$ cat src/rtl/axis_bk_rx_fifo.sv
// Backend RX buffer: DEPTH-entry FWFT FIFO of AXI-Stream beats plus sideband, with packet count and sticky overflow.
// One-cycle write-to-read latency; bk_ready is registered and keeps a 2-entry skid margin for the post-deassert beat.
module axis_bk_rx_fifo #(
    parameter int DEPTH = 8
) (
    input  logic                     axi_aclk,
    input  logic                     axi_areset,
    input  logic [31:0]              bk_data,
    input  logic [3:0]               bk_tstrb,
    input  logic [3:0]               bk_tkeep,
    input  logic [1:0]               bk_user,
    input  logic                     bk_tlast,
    input  logic                     bk_valid,
    output logic                     bk_ready,
    output logic [31:0]              rd_data,
    output logic [3:0]               rd_tstrb,
    output logic [3:0]               rd_tkeep,
    output logic [1:0]               rd_user,
    output logic                     rd_tlast,
    output logic                     rd_valid,
    input  logic                     rd_ready,
    input  logic                     fifo_clr,
    output logic [$clog2(DEPTH):0]   count,
    output logic [$clog2(DEPTH):0]   pkt_cnt,
    output logic                     overflow
);

    localparam int AW = $clog2(DEPTH);
    localparam int CW = AW + 1;

    typedef struct packed {
        logic [1:0]  user;
        logic        tlast;
        logic [3:0]  tkeep;
        logic [3:0]  tstrb;
        logic [31:0] data;
    } entry_t;

    entry_t          mem [DEPTH];
    entry_t          head;
    logic [AW-1:0]   wr_ptr;
    logic [AW-1:0]   rd_ptr;
    logic [CW-1:0]   count_next;
    logic [CW-1:0]   pkt_next;
    logic [CW-1:0]   free_next;
    logic            full;
    logic            wr;
    logic            rd;
    logic            ovf_set;

    assign full     = (count == CW'(DEPTH));
    assign rd_valid = (count != '0);
    assign rd       = rd_valid && rd_ready;
    // bk_ready is deliberately absent: the slave's late beat must still land.
    assign wr       = bk_valid && (!full || rd);
    assign ovf_set  = bk_valid && full && !rd;

    always_comb begin
        head = '0;
        if (rd_valid) begin
            head = mem[rd_ptr];
        end
    end

    assign rd_data  = head.data;
    assign rd_tstrb = head.tstrb;
    assign rd_tkeep = head.tkeep;
    assign rd_user  = head.user;
    assign rd_tlast = head.tlast;

    always_comb begin
        count_next = count;
        if (wr && !rd) begin
            count_next = count + CW'(1);
        end else if (!wr && rd) begin
            count_next = count - CW'(1);
        end
    end

    always_comb begin
        pkt_next = pkt_cnt;
        if ((wr && bk_tlast) && !(rd && head.tlast)) begin
            pkt_next = pkt_cnt + CW'(1);
        end else if (!(wr && bk_tlast) && (rd && head.tlast)) begin
            pkt_next = pkt_cnt - CW'(1);
        end
    end

    assign free_next = CW'(DEPTH) - count_next;

    always_ff @(posedge axi_aclk or posedge axi_areset) begin
        if (axi_areset) begin
            wr_ptr   <= '0;
            rd_ptr   <= '0;
            count    <= '0;
            pkt_cnt  <= '0;
            overflow <= 1'b0;
            bk_ready <= 1'b0;
        end else if (fifo_clr) begin
            wr_ptr   <= '0;
            rd_ptr   <= '0;
            count    <= '0;
            pkt_cnt  <= '0;
            overflow <= 1'b0;
            bk_ready <= 1'b1;
        end else begin
            if (wr) begin
                wr_ptr <= wr_ptr + AW'(1);
            end
            if (rd) begin
                rd_ptr <= rd_ptr + AW'(1);
            end
            count   <= count_next;
            pkt_cnt <= pkt_next;
            if (ovf_set) begin
                overflow <= 1'b1;
            end
            bk_ready <= (free_next >= CW'(2));
        end
    end

    // Storage needs no reset; rd_valid masks stale contents.
    always_ff @(posedge axi_aclk) begin
        if (wr && !fifo_clr) begin
            mem[wr_ptr] <= '{user: bk_user, tlast: bk_tlast, tkeep: bk_tkeep,
                             tstrb: bk_tstrb, data: bk_data};
        end
    end

endmodule

$ cat config.mk
export PLATFORM = sky130hd
export DESIGN_NAME = axis_bk_rx_fifo
export DESIGN_NICKNAME = d
export VERILOG_FILES = /design/src/rtl/axis_bk_rx_fifo.sv
export SDC_FILE = /design/constraint.sdc
export NUM_CORES = 1
export LEC_CHECK = 0
export CELL_PAD_IN_SITES_DETAIL_PLACEMENT = 1
export CELL_PAD_IN_SITES_GLOBAL_PLACEMENT = 1
export CORE_MARGIN = 3
export CORE_UTILIZATION = 50
export DETAILED_ROUTE_END_ITERATION = 12
export DONT_BUFFER_PORTS = 1
export GPL_ROUTABILITY_DRIVEN = 0
export PLACE_DENSITY = 0.69
export SLEW_MARGIN = 20
export SYNTH_ARGS = -nofsm -noshare
export SYNTH_HDL_FRONTEND = slang
export SYNTH_SLANG_ARGS = --single-unit
$ cat constraint.sdc
create_clock -name axi_aclk -period 7.3 [get_ports axi_aclk]
set_input_delay 1.095 -clock axi_aclk [delete_from_list [all_inputs] [get_ports axi_aclk]]
set_output_delay 1.095 -clock axi_aclk [all_outputs]
set_load 0.05 [all_outputs]
==> out/results.txt, run 1 <==
flip-flop and latch count after synthesis - 360
logic depth of the worst path, buffers included - 5
number of library cell types mapped by synthesis - 51
number of levels in the clock H-tree - 2
Netlist Area Pre-Place - 14300 µm²
number of placement rows - 61
Cell Area, Placed - 14800 µm²
number of placed instances, taps included - 1046
share of total power consumed by net switching - 32.7%
unrepaired setup endpoints after global routing - no
buffers inserted during post-CTS setup optimization - 0
initial core utilization - 51.1%
static leakage power - 4.97 nW
element type at the critical path start - register
Synth Area per Inst - 20.7 µm²
Die Height - 175 µm
cells on worst reg2reg path - 13
R2R setup slack - 2.96 ns
launching element of the worst setup path - count[0]
Hold/Removal Path Class - primary input to async pin
pre-CTS worst setup slack - 3.01 ns
DRC viols - 0
number of flops mapped to enable cells by yosys - 344
fraction of final layout cells with drive strength greater than 1 - 23.2%
nets - 765
gate count of the mapped netlist - 690
worst vdd ir - 0.205 mV
final critical-path required period - 4.53 ns
highest-delay cell along the critical path - sky130_fd_sc_hd__nor3b_4
vias in the first global route - 7339
Worst-Margin Slew - 1.06 ns
most common flop cell mapped by yosys - sky130_fd_sc_hd__edfxtp_1
kind of critical path - register to primary output
combined buffer and inverter count along the critical path - 2
sum of negative setup slack - 0 ns
maximum number of pins on one net before global-route repair - 51
final number of setup-violating endpoints - 0
clock tree skew after final layout - 0.0111 ns
Crit Path Max Fanout - 29
tightest hold margin - 0.588 ns
end of the worst register-to-register path - pkt_cnt[3]
end-of-flow core utilization - 57.2%
overall die width - 175 µm
result of the run - completed
final design area excluding fillers - 16000 µm²
wire length of the first global-routing pass - 46.3 mm
Area growth syn-to-layout - 12.0%
Placeable Area - 27900 µm²
gr ovfl total - 0
critical path capture point type - primary output
switching power summed over all nets - 1.89 mW
Final Cycle Share - 62.1%
combinational fraction of design power - 25.2%
number of ports placed on the die boundary - 102
CTS clock-pin slew for the worst setup and hold paths - 0.06 ns
destination of the critical timing path - rd_data[23]
ordered list of cells on the worst path - inv_1 > ha_1 > nor3b_4 > buf_4 > nor2_1
Cell Count, Final, Fillers Out - 1114
number of CTS-inserted buffers - 38
overall power after layout - 5.78 mW
critical path's top delay family - simple AND/OR/NAND/NOR gates
fin worst setup slack - 2.77 ns
total power per unit cell area - 362 nW/µm²
count of input and output buffers - 0
hold bufs inserted after CTS - 0
detailed-routing iteration count for the pre-antenna-repair pass - 6
Slowest Stage Delay on Critical Path - 0.87 ns
headroom to the max-slew limit - 29.2%
cell chosen for the clock root - sky130_fd_sc_hd__clkbuf_16
CTS Buffer Depth - 3
total vias in the final route - 6592
clock group share of total power - 32.1%
internal power of the cells - 3.89 mW
clock tree from TritonCTS - done
part of the Yosys area used for sequential elements - 75.2%
number of max-cap violations - 0
number of warning messages in the yosys log - 0
global-route total usage across every layer - 20.1%
Arr. time, crit path - 3.44 ns
share of flip-flops with an asynchronous set or reset after synthesis - 4.44%
Final Hold Fails - 0
post-synth net total - 747
area share of the largest cell type after synthesis - 72.4%
worst reg2reg startpoint - count[0]
antenna violations before repair - 0
clock latency of the later-clocked register in the worst-skew pair - 0.51 ns
cell type contributing the most total cell area after synthesis - sky130_fd_sc_hd__edfxtp_1
final wirelength - 30.0 mm
WL/cell - 26.9 µm
clock net sink count - 360
share of power burned in registers - 42.7%
number of antenna cells inserted - 0
required time of the critical path - 6.20 ns
Max Transition Viols Final - 0
quantity of gates resized following cts - 0
number of nets still failing antenna checks after routing - 0
total die area - 30600 µm²
maximum frequency from static timing analysis - 221 MHz
placed wire-length estimate after detailed placement - 16.8 mm
top cells by area, synth - sky130_fd_sc_hd__edfxtp_1 (72%), sky130_fd_sc_hd__mux4_2 (14%), sky130_fd_sc_hd__mux2i_1 (3.2%), sky130_fd_sc_hd__dfrtp_1 (2.8%), sky130_fd_sc_hd__nor2_1 (1.7%)
number of DRC markers in iteration 0 - 532
via density per instance - 5.92
-- registers in the layout (all words and copies together), names as in the netlist --
name and flops:
count 4, overflow 1, rd_ptr 3, bk_ready 1, mem 344, wr_ptr 3, pkt_cnt 4
-- layout make-up --
class                      count  area (µm²)
clock inverter                16         130
tap                          378         473
sequential                   360       10700
clock buffer                  52        1090
fill                        2422       12000
timing repair buffer          14         105
inverter                      11        41.3
multi-input combinational    283        3390
-- cell usage in the layout, fill, tap and decap left out, drive strengths merged, types with 8 or more instances in the layout --
master    n
buf      14
clkbuf   52
clkinv   12
dfrtp    16
edfxtp  344
ha        8
inv      11
mux2i    47
mux4     86
nor2     65
-- synthesized netlist by cell type, drive strengths merged (2+ instances only) --
cell / instances
nor2b: 5
nand2b: 5
ha: 8
nand2: 5
mux2i: 47
a22oi: 2
nor2: 65
xnor2: 2
xor2: 4
a2111oi: 2
a21oi: 3
buf: 15
o211a: 2
nor3: 5
a21o: 3
inv: 11
nand3: 7
or3: 2
dfrtp: 16
mux4: 86
edfxtp: 344
o21ai: 3
nor4: 6
clkbuf: 21
nor4bb: 2
nor3b: 2
-- power by group through the flow --
stage	sequential [mW]	combinational [mW]	clock, mW
after floorplan	2.45	1.29	0
after detailed placement	2.51	1.47	0
after global placement	2.51	1.44	0
after CTS	2.47	1.48	1.89
after global routing	2.48	1.56	1.99
final	2.47	1.46	1.86
-- logic make-up (layout without fill, tap and decap cells) --
logic type	Yosys count	after routing	share of synthesized area, %
muxes	133	133	17.0
and+or+nand+nor	112	112	3.82
adders and majority gates	9	9	0.842
xor gates and xnor gates	7	7	0.526
buffers and inverters	47	93	1.38
AOI/OAI and AO/OA	22	22	1.25
DFF	360	360	75.2
-- metal layers --
layer / track usage [%] / part of all wire [%]
met1: 27.0 / 42
met2: 34.0 / 51
met3: 4.89 / 5.4
met4: 3.96 / 1.4
met5: 0 / 0
-- worst min path at each step --
stage	start	end	slack, ns	depth (start not counted)
detailed placement	wr_ptr[0]	wr_ptr[0]	0.59	2
global route	axi_areset	wr_ptr[2]	0.63	1
floorplan	wr_ptr[0]	wr_ptr[0]	0.55	2
CTS	axi_areset	count[0]	0.60	1
finish	axi_areset	count[0]	0.59	1
global placement	wr_ptr[0]	wr_ptr[0]	0.57	2
Power figures use the tool's default switching activity.
==> run 2, diff against run 1 <==
==> constraint.sdc (replaced) <==
create_clock -name axi_aclk -period 4.6 [get_ports axi_aclk]
set_input_delay 0.69 -clock axi_aclk [delete_from_list [all_inputs] [get_ports axi_aclk]]
set_output_delay 0.69 -clock axi_aclk [all_outputs]
set_load 0.05 [all_outputs]
==> out/results.txt, run 2 (synthesized netlist as in run 1, its figures left out) <==
met3 Usage GRT - 4.24%
number of placement rows - 61
tightest hold margin - 0.181 ns
met1 layer usage reported by global route - 27.1%
CTS clock-pin slew for the worst setup and hold paths - 0.06 ns
Worst-Margin Slew - 0.998 ns
static leakage power - 5.01 nW
DRC viols - 0
total die area - 30600 µm²
combined buffer and inverter count along the critical path - 2
headroom to the max-slew limit - 33.2%
most frequent cells in the layout - sky130_fd_sc_hd__edfxtp_1 (344), sky130_fd_sc_hd__mux4_2 (86), sky130_fd_sc_hd__nor2_1 (59)
cell chosen for the clock root - sky130_fd_sc_hd__clkbuf_16
required time of the critical path - 3.91 ns
number of levels in the clock H-tree - 2
largest registers - mem: 344 flops, count: 4 flops, pkt_cnt: 4 flops
cells on worst reg2reg path - 13
WL/cell - 26.2 µm
global routing usage on met2 - 32.9%
clock latency of the later-clocked register in the worst-skew pair - 0.52 ns
nets - 764
pre-CTS worst setup slack - 0.837 ns
maximum frequency from static timing analysis - 262 MHz
clock tree skew after final layout - 0.0168 ns
Slowest Stage Delay on Critical Path - 0.84 ns
Area growth syn-to-layout - 13.0%
Crit Path Max Fanout - 44
buffers inserted during post-CTS setup optimization - 0
Die Height - 175 µm
number of antenna cells inserted - 0
sum of negative setup slack - 0 ns
total power per unit cell area - 577 nW/µm²
gr ovfl total - 0
final number of setup-violating endpoints - 0
final critical-path required period - 3.82 ns
Max Transition Viols Final - 0
critical path capture point type - primary output
overall power after layout - 9.30 mW
result of the run - completed
maximum number of pins on one net before global-route repair - 63
total vias in the final route - 6617
hold bufs inserted after CTS - 0
clock tree from TritonCTS - done
Hold/Removal Path Class - primary input to async pin
critical path's top delay family - simple AND/OR/NAND/NOR gates
fraction of final layout cells with drive strength greater than 1 - 23.8%
detailed-routing iteration count for the pre-antenna-repair pass - 4
global-route total usage across every layer - 19.7%
Final Hold Fails - 0
Top Usage Layer GRT - met2
antenna violations before repair - 0
Arr. time, crit path - 3.13 ns
number of DRC markers in iteration 0 - 477
final wirelength - 29.1 mm
clock net sink count - 360
via density per instance - 5.96
highest-delay cell along the critical path - sky130_fd_sc_hd__nor2_1
count of input and output buffers - 0
vias in the first global route - 7318
fin worst setup slack - 0.784 ns
unrepaired setup endpoints after global routing - no
number of CTS-inserted buffers - 38
wire length of the first global-routing pass - 45.5 mm
number of ports placed on the die boundary - 102
worst vdd ir - 0.423 mV
end-of-flow core utilization - 57.7%
element type at the critical path start - register
most common library cell in the layout ignoring fill and taps - sky130_fd_sc_hd__edfxtp_1
kind of critical path - register to primary output
ordered list of cells on the worst path - inv_1 > ha_1 > nor3b_4 > buf_4 > nor2_1
number of flip-flops in the largest register - 344
initial core utilization - 51.1%
quantity of gates resized following cts - 0
logic depth of the worst path, buffers included - 5
overall die width - 175 µm
CTS Buffer Depth - 3
Largest Register - mem
number of nets still failing antenna checks after routing - 0
placed wire-length estimate after detailed placement - 16.5 mm
Placeable Area - 27900 µm²
Final Cycle Share - 82.9%
number of max-cap violations - 0
-- run 2: worst paths after layout --
| kind | to | slack (ns) | startpoint |
|---|---|---|---|
| min in group axi_aclk | wr_ptr[0] | 0.24 | fifo_clr |
| hold reg to reg | wr_ptr[0] | 0.63 | wr_ptr[0] |
| hold / removal | count[1] | 0.18 | axi_areset |
| setup / recovery | rd_data[21] | 0.78 | count[0] |
| setup reg to reg | pkt_cnt[3] | 0.80 | count[0] |
| max in group asynchronous | rd_ptr[0] | 3.88 | axi_areset |
-- run 2: report_power, final --
part	internal (mW)	leakage, nW	switching, mW
registers	3.68	3.31	0.234
logic	0.734	1.07	1.57
clock network	1.88	0.623	1.20
-- run 2: worst register-to-register path, stage by stage (launching register included) --
cell and delay, ns:
sky130_fd_sc_hd__dfrtp_1 0.69, sky130_fd_sc_hd__inv_1 0.17, sky130_fd_sc_hd__ha_1 0.34, sky130_fd_sc_hd__nor3b_4 0.20, sky130_fd_sc_hd__inv_2 0.28, sky130_fd_sc_hd__nand2_1 0.23, sky130_fd_sc_hd__or2_2 0.40, sky130_fd_sc_hd__nand2_1 0.13
sky130_fd_sc_hd__ha_1 0.25, sky130_fd_sc_hd__a21o_1 0.18, sky130_fd_sc_hd__a21o_1 0.19, sky130_fd_sc_hd__nor4_1 0.27, sky130_fd_sc_hd__o21ai_0 0.16, sky130_fd_sc_hd__nor3b_1 0.18
-- run 2: per-stage QoR --
stage	std cells	instance area (µm²)
floorplan	690	14300
global placement	1045	14900
detailed placement	1045	14900
CTS	1110	16100
global route	1110	16100
finish	1110	16100
-- run 2: routing by layer --
metal | part of all wire, % | wire [µm]
met1 | 42 | 12300
met2 | 50 | 14600
met3 | 5.9 | 1720
met4 | 1.5 | 427
met5 | 0 | 0
-- run 2: cell type report --
| cell class | count | area [µm²] |
|---|---|---|
| clock buffers | 41 | 983 |
| fillers | 2356 | 11800 |
| repair buffers | 13 | 198 |
| clock inverters | 24 | 273 |
| multi-input cells | 283 | 3410 |
| flip-flops and latches | 360 | 10700 |
| well taps | 378 | 473 |
| inverters | 11 | 41.3 |
==> run 3, diff against run 2 <==
--- a/config.mk
+++ b/config.mk
@@ -12,7 +12,7 @@
 export DETAILED_ROUTE_END_ITERATION = 12
 export DONT_BUFFER_PORTS = 1
 export GPL_ROUTABILITY_DRIVEN = 0
-export PLACE_DENSITY = 0.69
+export PLACE_DENSITY = 0.72
 export SLEW_MARGIN = 20
 export SYNTH_ARGS = -nofsm -noshare
 export SYNTH_HDL_FRONTEND = slang
==> constraint.sdc (replaced) <==
create_clock -name axi_aclk -period 3.2 [get_ports axi_aclk]
set_input_delay 0.48 -clock axi_aclk [delete_from_list [all_inputs] [get_ports axi_aclk]]
set_output_delay 0.48 -clock axi_aclk [all_outputs]
set_load 0.05 [all_outputs]
==> out/results.txt, run 3 (synthesized netlist as in run 1, its figures left out) <==
result of the run - completed
headroom to the max-slew limit - 36.7%
Largest Register - mem
final critical-path required period - 3.12 ns
gr ovfl total - 0
Hold/Removal Path Class - primary input to register
number of DRC markers in iteration 0 - 482
static leakage power - 5.33 nW
combined buffer and inverter count along the critical path - 1
internal power of the cells - 10.0 mW
maximum number of pins on one net before global-route repair - 67
Die Height - 175 µm
kind of critical path - register to primary output
logic depth of the worst path, buffers included - 4
number of max-cap violations - 0
Filler Cells Inserted - 2394
number of CTS-inserted buffers - 37
switching power summed over all nets - 4.47 mW
Cell Area, Placed - 15100 µm²
clock latency of the later-clocked register in the worst-skew pair - 0.52 ns
element type at the critical path start - register
clock group share of total power - 35.0%
share of power burned in registers - 37.9%
worst vdd ir - 0.551 mV
number of nets still failing antenna checks after routing - 0
cells on worst reg2reg path - 9
placed wire-length estimate after detailed placement - 17.4 mm
antenna violations before repair - 0
count of input and output buffers - 0
most common library cell in the layout ignoring fill and taps - sky130_fd_sc_hd__edfxtp_1
launching element of the worst setup path - rd_ptr[1]
critical path capture point type - primary output
number of flip-flops in the largest register - 344
critical path's top delay family - simple AND/OR/NAND/NOR gates
DRC viols - 0
buffers inserted during post-CTS setup optimization - 0
initial core utilization - 51.1%
final number of setup-violating endpoints - 0
Final Cycle Share - 97.6%
end of the worst register-to-register path - pkt_cnt[1]
combinational fraction of design power - 27.1%
clock net sink count - 360
clock tree from TritonCTS - done
final wirelength - 31.0 mm
number of ports placed on the die boundary - 102
end-of-flow core utilization - 59.6%
number of placement rows - 61
Area growth syn-to-layout - 16.7%
share of total power consumed by net switching - 30.9%
nets - 812
clock tree skew after final layout - 0.0188 ns
WL/cell - 26.7 µm
Placeable Area - 27900 µm²
vias in the first global route - 7604
Final Hold Fails - 0
number of levels in the clock H-tree - 2
global-route total usage across every layer - 20.7%
cell chosen for the clock root - sky130_fd_sc_hd__clkbuf_16
ordered list of cells on the worst path - buf_4 > mux4_2 > mux2i_1 > nor2_1
most frequent cells in the layout - sky130_fd_sc_hd__edfxtp_1 (344), sky130_fd_sc_hd__mux4_2 (86), sky130_fd_sc_hd__nor2_1 (58)
required time of the critical path - 2.72 ns
number of antenna cells inserted - 0
final design area excluding fillers - 16600 µm²
largest registers - mem: 344 flops, count: 4 flops, pkt_cnt: 4 flops
total power per unit cell area - 870 nW/µm²
CTS clock-pin slew for the worst setup and hold paths - 0.06 ns
total vias in the final route - 6819
maximum frequency from static timing analysis - 320 MHz
Slowest Stage Delay on Critical Path - 0.75 ns
Worst-Margin Slew - 0.926 ns
detailed-routing iteration count for the pre-antenna-repair pass - 4
wire length of the first global-routing pass - 47.3 mm
Arr. time, crit path - 2.64 ns
Crit Path Max Fanout - 30
destination of the critical timing path - rd_tstrb[0]
highest-delay cell along the critical path - sky130_fd_sc_hd__nor2_1
CTS Buffer Depth - 3
overall die width - 175 µm
total die area - 30600 µm²
R2R setup slack - 0.30 ns
via density per instance - 5.87
unrepaired setup endpoints after global routing - no
worst reg2reg startpoint - count[0]
Max Transition Viols Final - 0
fraction of final layout cells with drive strength greater than 1 - 29.2%
-- run 3: cell count changes in the layout (fill, tap and decap cells not counted), sizes merged --
cell | before | now
buf | 13 | 59
clkinv | 16 | 5
bufinv | 6 | 13
clkbuf | 41 | 47
dlygate4sd3 | 0 | 3
clkinvlp | 0 | 1
-- run 3: worst min-delay path by stage --
stage               cells after the start  slack [ns]          to        from
detailed placement                      1        0.50    overflow  axi_areset
global route                            1       0.005  pkt_cnt[0]    fifo_clr
global placement                        1        0.49    overflow  axi_areset
CTS                                     1       0.005  pkt_cnt[0]    fifo_clr
floorplan                               1        0.39    bk_ready  axi_areset
finish                                  1        0.03  pkt_cnt[0]    fifo_clr
-- run 3: per-stage QoR --
stage	total power, mW	hold WS, ns	std cells	setup WS, ns	setup TNS, ns
2_1_floorplan	8.54	0.394	690	-0.0192	-2.47
3_3_place_gp	9.40	0.488	1091	0.437	0
3_5_place_dp	9.50	0.504	1091	0.354	0
4_1_cts	14.6	0.00463	1162	0.00646	0
5_1_grt	15.0	0.00487	1162	0.00584	0
6_report	14.5	0.0298	1162	0.0770	0
-- run 3: per-layer routing --
layer | routed length, µm | global-route usage (%) | vias up
met4 | 724 | 6.32 | 0
met5 | 0 | 0 | -
li1 | - | - | 2933
met2 | 15900 | 35.0 | 184
met1 | 12800 | 27.2 | 3647
met3 | 1660 | 4.39 | 55
-- run 3: timing repair --
item | 4_1_cts | 5_1_grt
hold endpoints to repair | 18 | 0
endpoints found under the setup margin | 26 | 27
gates resized for setup | 2 | 4
hold buffers | 3 | 0
-- run 3: power by group through the flow --
stage	registers (mW)	logic, mW	clock network (mW)
global placement	5.57	3.83	0
detailed placement	5.58	3.92	0
finish	5.48	3.92	5.07
floorplan	5.58	2.96	0
CTS	5.48	3.96	5.17
global route	5.50	4.18	5.36
-- run 3: final cells by class --
type                    instances  area, µm²  share of cell area [%]
well taps                     378        473                    2.84
inverters                      11       43.8                   0.263
repair buffers                 62        517                    3.10
flip-flops and latches        360      10700                    64.5
clock inverters                21        438                    2.63
multi-input cells             283       3420                    20.5
clock buffers                  47       1020                    6.10
